--- src/rtl/flappy_game_ctrl.sv ---
// Game sequencer for the Flappy Bird datapath: IDLE/READY/PLAY/DYING/OVER control,
// flap pulse generation, and BCD score and high-score tracking.
module flappy_game_ctrl #(
   parameter int COUNTDOWN_CYCLES = 100_000_000,
   parameter int DEATH_CYCLES     = 50_000_000,
   parameter int TIMER_W          = 27
) (
   input  logic        clk_i,
   input  logic        reset_n_i,
   input  logic        flap_btn_i,
   input  logic        pipe_collision_i,
   input  logic        pipe_passed_i,
   input  logic        bird_ground_i,
   output logic        pipe_enable_o,
   output logic        pipe_reset_o,
   output logic        bird_enable_o,
   output logic        bird_reset_o,
   output logic        flap_pulse_o,
   output logic [11:0] score_bcd_o,
   output logic [11:0] high_bcd_o,
   output logic [2:0]  game_state_o,
   output logic        game_over_o
);

   typedef enum logic [2:0] {
      IDLE  = 3'd0,
      READY = 3'd1,
      PLAY  = 3'd2,
      DYING = 3'd3,
      OVER  = 3'd4
   } state_t;

   localparam logic [TIMER_W-1:0] CD_LAST    = TIMER_W'(COUNTDOWN_CYCLES - 1);
   localparam logic [TIMER_W-1:0] DEATH_LAST = TIMER_W'(DEATH_CYCLES - 1);

   state_t              state_q, state_d;
   logic [TIMER_W-1:0]  timer_q, timer_d;
   logic [11:0]         score_q, score_d;
   logic [11:0]         high_q, high_d;
   logic                btn_q;
   logic                pipe_enable_q, pipe_enable_d;
   logic                pipe_reset_q, pipe_reset_d;
   logic                bird_enable_q, bird_enable_d;
   logic                bird_reset_q, bird_reset_d;
   logic                flap_pulse_q, flap_pulse_d;
   logic                game_over_q, game_over_d;
   logic                rise_s;
   logic                hit_s;
   logic                restart_s;

   // Three-digit BCD increment, saturating at 999.
   function automatic logic [11:0] bcd_inc(input logic [11:0] v);
      logic [3:0] d0, d1, d2;
      d0 = v[3:0];
      d1 = v[7:4];
      d2 = v[11:8];
      if (v == 12'h999) begin
         return v;
      end else if (d0 != 4'd9) begin
         d0 = d0 + 4'd1;
      end else if (d1 != 4'd9) begin
         d0 = 4'd0;
         d1 = d1 + 4'd1;
      end else begin
         d0 = 4'd0;
         d1 = 4'd0;
         d2 = d2 + 4'd1;
      end
      return {d2, d1, d0};
   endfunction

   // Valid BCD orders like binary, so a plain compare checks hundreds digit first.
   function automatic logic bcd_gt(input logic [11:0] a, input logic [11:0] b);
      return (a > b);
   endfunction

   assign rise_s    = flap_btn_i & ~btn_q;
   assign hit_s     = pipe_collision_i | bird_ground_i;
   assign restart_s = (state_q == OVER) & rise_s;

   // Next-state, timer and score logic.
   always_comb begin
      state_d      = state_q;
      timer_d      = timer_q;
      score_d      = score_q;
      high_d       = high_q;
      flap_pulse_d = 1'b0;
      case (state_q)
         IDLE: begin
            if (rise_s) begin
               state_d = READY;
               timer_d = '0;
               score_d = 12'h000;
            end else begin
               state_d = IDLE;
            end
         end
         READY: begin
            if (timer_q == CD_LAST) begin
               state_d = PLAY;
               timer_d = '0;
            end else begin
               timer_d = timer_q + TIMER_W'(1);
            end
         end
         PLAY: begin
            if (hit_s) begin
               state_d = DYING;
               timer_d = '0;
            end else begin
               flap_pulse_d = rise_s;
               if (pipe_passed_i) begin
                  score_d = bcd_inc(score_q);
               end else begin
                  score_d = score_q;
               end
            end
         end
         DYING: begin
            if (timer_q == DEATH_LAST) begin
               state_d = OVER;
               timer_d = '0;
               if (bcd_gt(score_q, high_q)) begin
                  high_d = score_q;
               end else begin
                  high_d = high_q;
               end
            end else begin
               timer_d = timer_q + TIMER_W'(1);
            end
         end
         OVER: begin
            if (rise_s) begin
               state_d = READY;
               timer_d = '0;
               score_d = 12'h000;
            end else begin
               state_d = OVER;
            end
         end
         default: begin
            state_d = IDLE;
            timer_d = '0;
         end
      endcase
   end

   // Outputs follow the next state; a restart from OVER adds a one-cycle reset pulse.
   always_comb begin
      pipe_enable_d = (state_d == PLAY);
      bird_enable_d = (state_d == PLAY);
      pipe_reset_d  = (state_d == IDLE) | restart_s;
      bird_reset_d  = (state_d == IDLE) | restart_s;
      game_over_d   = (state_d == OVER);
   end

   // State and output registers with synchronous active-low reset.
   always_ff @(posedge clk_i) begin
      btn_q <= flap_btn_i;
      if (!reset_n_i) begin
         state_q       <= IDLE;
         timer_q       <= '0;
         score_q       <= 12'h000;
         high_q        <= 12'h000;
         pipe_enable_q <= 1'b0;
         pipe_reset_q  <= 1'b1;
         bird_enable_q <= 1'b0;
         bird_reset_q  <= 1'b1;
         flap_pulse_q  <= 1'b0;
         game_over_q   <= 1'b0;
      end else begin
         state_q       <= state_d;
         timer_q       <= timer_d;
         score_q       <= score_d;
         high_q        <= high_d;
         pipe_enable_q <= pipe_enable_d;
         pipe_reset_q  <= pipe_reset_d;
         bird_enable_q <= bird_enable_d;
         bird_reset_q  <= bird_reset_d;
         flap_pulse_q  <= flap_pulse_d;
         game_over_q   <= game_over_d;
      end
   end

   assign pipe_enable_o = pipe_enable_q;
   assign pipe_reset_o  = pipe_reset_q;
   assign bird_enable_o = bird_enable_q;
   assign bird_reset_o  = bird_reset_q;
   assign flap_pulse_o  = flap_pulse_q;
   assign score_bcd_o   = score_q;
   assign high_bcd_o    = high_q;
   assign game_state_o  = state_q;
   assign game_over_o   = game_over_q;

endmodule

--- config.mk ---
export PLATFORM = sky130hd
export DESIGN_NAME = flappy_game_ctrl
export DESIGN_NICKNAME = d
export VERILOG_FILES = /design/src/rtl/flappy_game_ctrl.sv
export SDC_FILE = /design/constraint.sdc
export NUM_CORES = 1
export LEC_CHECK = 0
export ABC_CLOCK_PERIOD_IN_PS = 3030
export CORE_MARGIN = 2
export CORE_UTILIZATION = 40
export CTS_CLUSTER_SIZE = 16
export DETAILED_ROUTE_END_ITERATION = 7
export SKIP_LAST_GASP = 1
export SLEW_MARGIN = 0
export SYNTH_ARGS = -nofsm -noshare
export SYNTH_HDL_FRONTEND = slang
export SYNTH_SLANG_ARGS = --single-unit
--- constraint.sdc ---
create_clock -name clk_i -period 3.03 [get_ports clk_i]
set_input_delay 0.909 -clock clk_i [delete_from_list [all_inputs] [get_ports clk_i]]
set_output_delay 0.909 -clock clk_i [all_outputs]
set_load 0.1 [all_outputs]
### Yosys cells after proc, flatten, opt, wreduce, memory -nomap -nowiden

Cells that the tools add are included.

| word-level totals | value |
|---|---|
| output and inout port bits | 33 |
| bits of input ports | 6 |
| register bits after elaboration | 59 |
| word-level logic and storage cells | 79 |

| operators by class | value |
|---|---|
| add/sub/neg operators | 4 |
| $lt $le $gt $ge | 1 |
| muxes and demuxes | 28 |
| bitwise operators | 7 |
| equality and inequality tests | 18 |
| reduce and logical (&&, ||, !) cells | 10 |

Operators with widths:

| cell | count |
|---|---|
| two-way mux 27 bit | 4 |
| case mux 27 bit (4 select lines) | 1 |
| two-way mux 12 bit | 4 |
| two-way mux 4 bit | 8 |
| adder 27 x 1 -> 27 bit, second input constant | 1 |
| == test 27 x 26 -> 1 bit, second input constant | 1 |
| == test 27 bit, second input constant | 1 |
| case mux 12 bit (2 select lines) | 1 |
| case mux 3 bit (5 select lines) | 1 |
| adder 4 x 1 -> 4 bit, second input constant | 3 |
| == test 12 bit, second input constant | 1 |
| > comparator 12 bit | 1 |
| two-way mux 3 bit | 4 |
| == test 3 x 2 -> 1 bit, second input constant | 3 |
| != test 2 bit, second input constant | 4 |
| != test 4 bit, second input constant | 2 |
| AND reduction 7 bit | 1 |
| == test 3 bit, second input constant | 2 |
| logical NOT 3 bit | 2 |
| != test 3 bit, second input constant | 2 |
| AND reduction 6 bit | 1 |
| two-way mux 1 bit | 5 |
| AND reduction 5 bit | 1 |
| == test 3 x 1 -> 1 bit, second input constant | 1 |
| 9 further kinds | 13 |

### Logic depth before layout (Yosys ltp)

| logic depth | value |
|---|---|
| depth after elaboration | 9 |
| depth in mapped cells | 9 |
| mapped depth without buffers | 8 |

### Worst setup path after synthesis

Ideal clock, no wire load.

| path | value |
|---|---|
| kind | register to register |
| from | register score_q[0], in the netlist score_bcd_o[0] |
| to | register score_q[10], in the netlist score_bcd_o[10] |
| cell stages (with the launch flop) | 9 |
| data arrival time | 2.805 ns |
| data required time | 2.912 ns |
| clock period less this slack | 2.923 ns |
| library setup time | 0.118 ns |
| slack | 0.107 ns |
| buffers on the path | 1 |
| path through | dfxtp_1 -> ha_1 -> nand3b_1 -> or4_1 -> a31oi_2 -> buf_2 -> and3b_1 -> xnor2_1 -> nor2_1 |

| on the way | value |
|---|---|
| word-level cells in the longest chain between the ends | 7 |
| elaborated cells between the ends (all ways) | 10 |
| those cells by class | 5 x eq/ne; 4 x mux; 1 x reduce/logical |

RTL lines:

| what | RTL line | RTL |
|---|---|---|
| from (decl) | 38 | `logic [11:0] score_q, score_d;` |
| from (signal assigned) | 174 | `score_q <= score_d;` |
| == test 12 bit | 57 | `if (v == 12'h999) begin` |
| two-way mux 1 bit | 57 |  |
| two-way mux 1 bit | 112 | `if (pipe_passed_i) begin` |
| two-way mux 1 bit | 107 | `if (hit_s) begin` |
| two-way mux 1 bit | 88 | `case (state_q)` |
| != test 3 bit (no source line) | - |  |
| AND reduction 7 bit (no source line) * | - |  |

Mark *: on every way between the ends. The rest lies on a longest branch, timed or not. The select of a mux whose other input is x is not followed.
A chain may end at the register's enable or synchronous reset.

### Worst setup path in the final report

| path | value |
|---|---|
| from | input port bird_ground_i |
| to | register score_q[5], in the netlist score_bcd_o[5] |

| on the way | value |
|---|---|
| word-level cells in the longest chain between the ends | 3 |

RTL lines:

| what | RTL line | RTL |
|---|---|---|
| from (decl) | 13 | `input logic bird_ground_i,` |
| OR 1 bit | 78 | `assign hit_s = pipe_collision_i \| bird_ground_i;` |
| != test 2 bit (no source line) | - |  |
| AND reduction 6 bit (no source line) | - |  |

Every way passes these cells.

==> results <==
- The run finished with clean final reports.
- The post-synthesis average cell area is 8.66 µm².
- The number of diodes added for antenna fixing is 0.
- The detailed-placement wirelength estimate is between 5 and 6 mm.
- The part of the power in the clock network is a little over 40%.
- The number of stages on the worst hold path is 1.
- The number of CTS-inserted buffers is 9.
- The cell area after technology mapping is ~3300 µm².
- The setup total negative slack is 0 ns.
- The number of setup buffers added after CTS is 0.
- In this run, flip-flops and latches consume 49.4% of the power.
- Relative to the synthesized area, the layout overhead comes to 17.5%.
- The via count normalized by instance count is 5.40.
- The via count of the first global-routing pass is roughly 2600.
- In the final design database the tool counted 451 nets.
- The routed wirelength normalized by instance count is 14.0 µm.
- After synthesis, the largest area contributor takes up 36.1% of total cell area.
- The layout filler cell count is 780.
- The number of gates resized after CTS is 0.
- The worst register-to-register path ends at timer_q[26]$_SDFFE_PN0P_.
- In the routed design, unresolved DRC markers number 0.
- In the layout the commonest cells are dfxtp_1 (59), buf_4 (47), nor2_1 (43).
- The post-synthesis cell type with the largest combined area is dfxtp_1.
- The final hold violation count is 0.
- The aggregate routed wire length is 7.47 mm.
- The die is 94.5 µm wide.
- TritonCTS built the clock tree.
- The minimum setup slack in the final design is 0.369 ns.
- The path class of the tightest hold or removal check is register to register.
- The worst hold path terminates at timer_q[6]$_SDFFE_PN0P_.
- The multi-input combinational cells in the finished layout cover a total of 1880 µm².
- The internal power of the cells totals 1.17 mW.
- The setup clock skew after layout is roughly 0.0084 ns.
- The die covers slightly below 9000 µm².
- The slew at the pin with the worst max-slew slack is 0.811 ns.
- In this design, the largest share of critical-path delay is due to simple AND/OR/NAND/NOR gates.
- The worst path buffer plus inverter count is 1.
- In the synthesized netlist the dominant register cell turns out to be dfxtp_1.
- The H-tree depth is 3.
- The number of buffer cells added on primary ports is 38.
- The number of antenna violations at the first check in global routing is 0.
- The sequential cell area is 1180 µm².
- The switching share of total power is roughly a quarter.
- For this design, the slowest cell found on the critical path is or4b_1.
- Detailed routing inserted a total of 2878 vias.
- In the synthesized netlist the async set-or-reset flop fraction comes to 0%.
- By area the synthesized netlist is led by dfxtp_1 (36%), ha_1 (7.3%), nor2_1 (4.9%).
- Leaving out fill and tap cells, the most frequent cell in the layout is dfxtp_1.
- The number of max-slew violations in the final report came to 0.
- The length of the first detailed-routing pass in iterations is 4.
- The CTS root buffer is clkbuf_8.
- The maximum buffer depth of the clock tree is 2.
- The count of routing violations after the opening detailed-route iteration is 158.
- The portion of the post-synthesis area used by sequential elements is 36.1%.
- The net count after synthesis is 403.
- The setup path with the least slack is of type input pin to register.
- The maximum fanout along the worst path is 8.
- The maximum number of pins on one net before global-route repair is 29.
- At the worst endpoint, the arrival time is 2.93 ns.
- The clock latency reported for the late side of the worst-skew pair is 0.34 ns.
- The post-synthesis cell count is 378.
- The final critical-path required period is 2.66 ns.
- Global routing consumed, over all layers together, 17.9% of the routing resources.
- Setup slack on the worst reg-to-reg path comes out at 0.50 ns.
- Walking the worst path, the cells encountered are clkdlybuf4s50_1 -> or4b_1 -> nor2_1 -> a31oi_2 -> nand2b_1 -> or3_1 -> a21oi_1.
- Summed over all layers, the global routing overflow is 0.
- For this design the static power due to leakage is 1.48 nW.
- In the final layout, the share of cells above drive strength 1 is 17.9%.
- The number of primary I/O pins is 39.
- After clock tree synthesis, the flow added hold-fix buffers numbering 0.
- The area of the core region is 7850 µm².
- Setup repair after global routing left no endpoint under its margin.
- The setup-violating endpoint count in the final report is 0.
- CTS saw approximately 60 sinks.
- Data on the critical path is required at its endpoint by 3.30 ns.
- IR analysis of the VDD net gives a maximum drop of about 0.16 mV.
- For this design the ratio of total power to cell area is about 420 nW/µm².
- Of the available clock period, the critical path in the final layout requires ~88%.
- The first-pass GRT wire length is ~13 mm.
- In this run the most critical hold path is launched from timer_q[6]$_SDFFE_PN0P_.
- The count of different cell masters after synthesis is between 60 and 70.
- The vertical extent of the die is between 90 and 100 µm.
- The net load switching power is 0.427 mW.
- In this run the remaining antenna-violating nets after routing total 0.
- The setup slack at placement is 0.000107 ns.
- The number of standard-cell rows in the floorplan is 32.
- The initial cell density of the core is 41.7%.
- The congestion estimate from routability-driven global placement came to 0.799.
- The share of total power dissipated in combinational logic is 10.3%.
- In this run the tightest slew margin relative to its limit is 45.8%.
- The clock transition at the registers of the reported paths is 0.06 ns.
- The reported max-cap violation count is 0.
- Synthesis inferred 59 register bits.
- The biggest cell delay along the critical path is 0.57 ns.
- The critical register-to-register path startpoint is timer_q[0]$_SDFFE_PN0P_.
- Static timing analysis puts the maximum clock frequency at between 300 and 400 MHz.
- The worst register-to-register path has a depth of 7.
- Yosys mapped a number of flops with a built-in enable equal to 0.
- The worst setup path is launched from an input pin.
- STA classifies the critical path endpoint as a register.
- The Yosys step of the flow raised 0 warnings.
-- sequential cells by signal, indices dropped and copies added, names as in the netlist --
register / count
bird_reset_o: 1
timer_q: 27
game_state_o: 3
score_bcd_o: 12
game_over_o: 1
flap_pulse_o: 1
bird_enable_o: 1
btn_q: 1
high_bcd_o: 12
-- cell usage after synthesis, drive strengths merged, types with 2 or more instances --
cell / n
or4: 6
nand4: 10
mux2i: 13
xnor2: 8
nand2: 31
clkbuf: 2
nor3b: 3
buf: 11
and4: 8
dfxtp: 59
a21oi: 23
a22o: 5
ha: 19
nor2: 43
nand2b: 5
or4b: 2
o21ai: 14
nand3b: 6
inv: 22
or3: 3
xor2: 3
a211oi: 5
nor4: 4
and3: 6
nor2b: 3
nand3: 22
and2: 3
o311ai: 5
nor3: 10
a21o: 4
-- worst reg2reg max path: cells and delay by family, from the launching register on --
| kind | cells | cell delay, ns |
|---|---|---|
| simple gates | 3 | 0.83 |
| compound gates | 3 | 1.01 |
| fa+ha+maj | 1 | 0.25 |
| flops | 1 | 0.35 |
-- worst max path at each step --
stage | startpoint | to | slack (ns) | cells past startpoint
final | bird_ground_i | score_bcd_o[5]$_SDFFE_PN0P_ | 0.37 | 7
after global routing | bird_ground_i | score_bcd_o[9]$_SDFFE_PN0P_ | 0.26 | 8
after CTS | bird_ground_i | score_bcd_o[5]$_SDFFE_PN0P_ | 0.35 | 7
after detailed placement | bird_ground_i | score_bcd_o[5]$_SDFFE_PN0P_ | 0.0001 | 7
after global placement | bird_ground_i | score_bcd_o[5]$_SDFFE_PN0P_ | 0.05 | 7
after floorplan | score_bcd_o[0]$_SDFFE_PN0P_ | score_bcd_o[10]$_SDFFE_PN0P_ | 0.11 | 8
-- logic make-up (layout without fill, tap and decap cells) --
logic type	Yosys count	after routing	synth area share [%]
AND/OR/NAND/NOR	170	170	28.9
AO/OA/AOI/OAI	69	69	14.3
flip-flops	59	59	36.1
buffers and inverters	37	90	6.46
adder cells (fa/ha/maj)	19	19	7.26
multiplexers	13	13	3.98
XOR/XNOR	11	11	2.94
-- metrics by stage --
stage / cells / util, % / hold slack, ns / instance area (µm²) / power [mW]
4_1_cts: 533 / 49.0 / 0.488 / 3850 / 1.62
3_5_place_dp: 517 / 46.8 / 0.479 / 3670 / 0.974
6_report: 533 / 49.0 / 0.482 / 3850 / 1.60
5_1_grt: 533 / 49.0 / 0.514 / 3850 / 1.66
3_3_place_gp: 517 / 46.8 / 0.467 / 3670 / 0.971
2_1_floorplan: 378 / - / 0.453 / 3270 / 0.926
-- metal layers --
| layer | share of wire, % | up-vias | track usage (%) | wire length [µm] |
|---|---|---|---|---|
| met5 | 0 | - | 0 | 0 |
| met4 | 2.2 | 0 | 7.97 | 161 |
| met3 | 3.6 | 14 | 3.27 | 266 |
| met2 | 42 | 56 | 26.1 | 3130 |
| met1 | 52 | 1347 | 25.8 | 3920 |
| li1 | - | 1461 | - | - |
-- area by class of cell --
cell class	instances	area share (%)
flip-flops and latches	59	30.7
clock inverters	2	0.260
multi-input cells	282	48.9
clock buffers	14	4.23
repair buffers	52	10.5
inverters	22	2.15
well taps	102	3.32
-- power by group through the flow --
| stage | Combinational, mW | Clock (mW) | Sequential [mW] |
|---|---|---|---|
| after global placement | 0.162 | 0 | 0.809 |
| final | 0.165 | 0.645 | 0.792 |
| after CTS | 0.165 | 0.660 | 0.792 |
| after detailed placement | 0.165 | 0 | 0.809 |
| after floorplan | 0.0861 | 0 | 0.840 |
| after global routing | 0.179 | 0.690 | 0.793 |
Power figures use the tool's default switching activity.
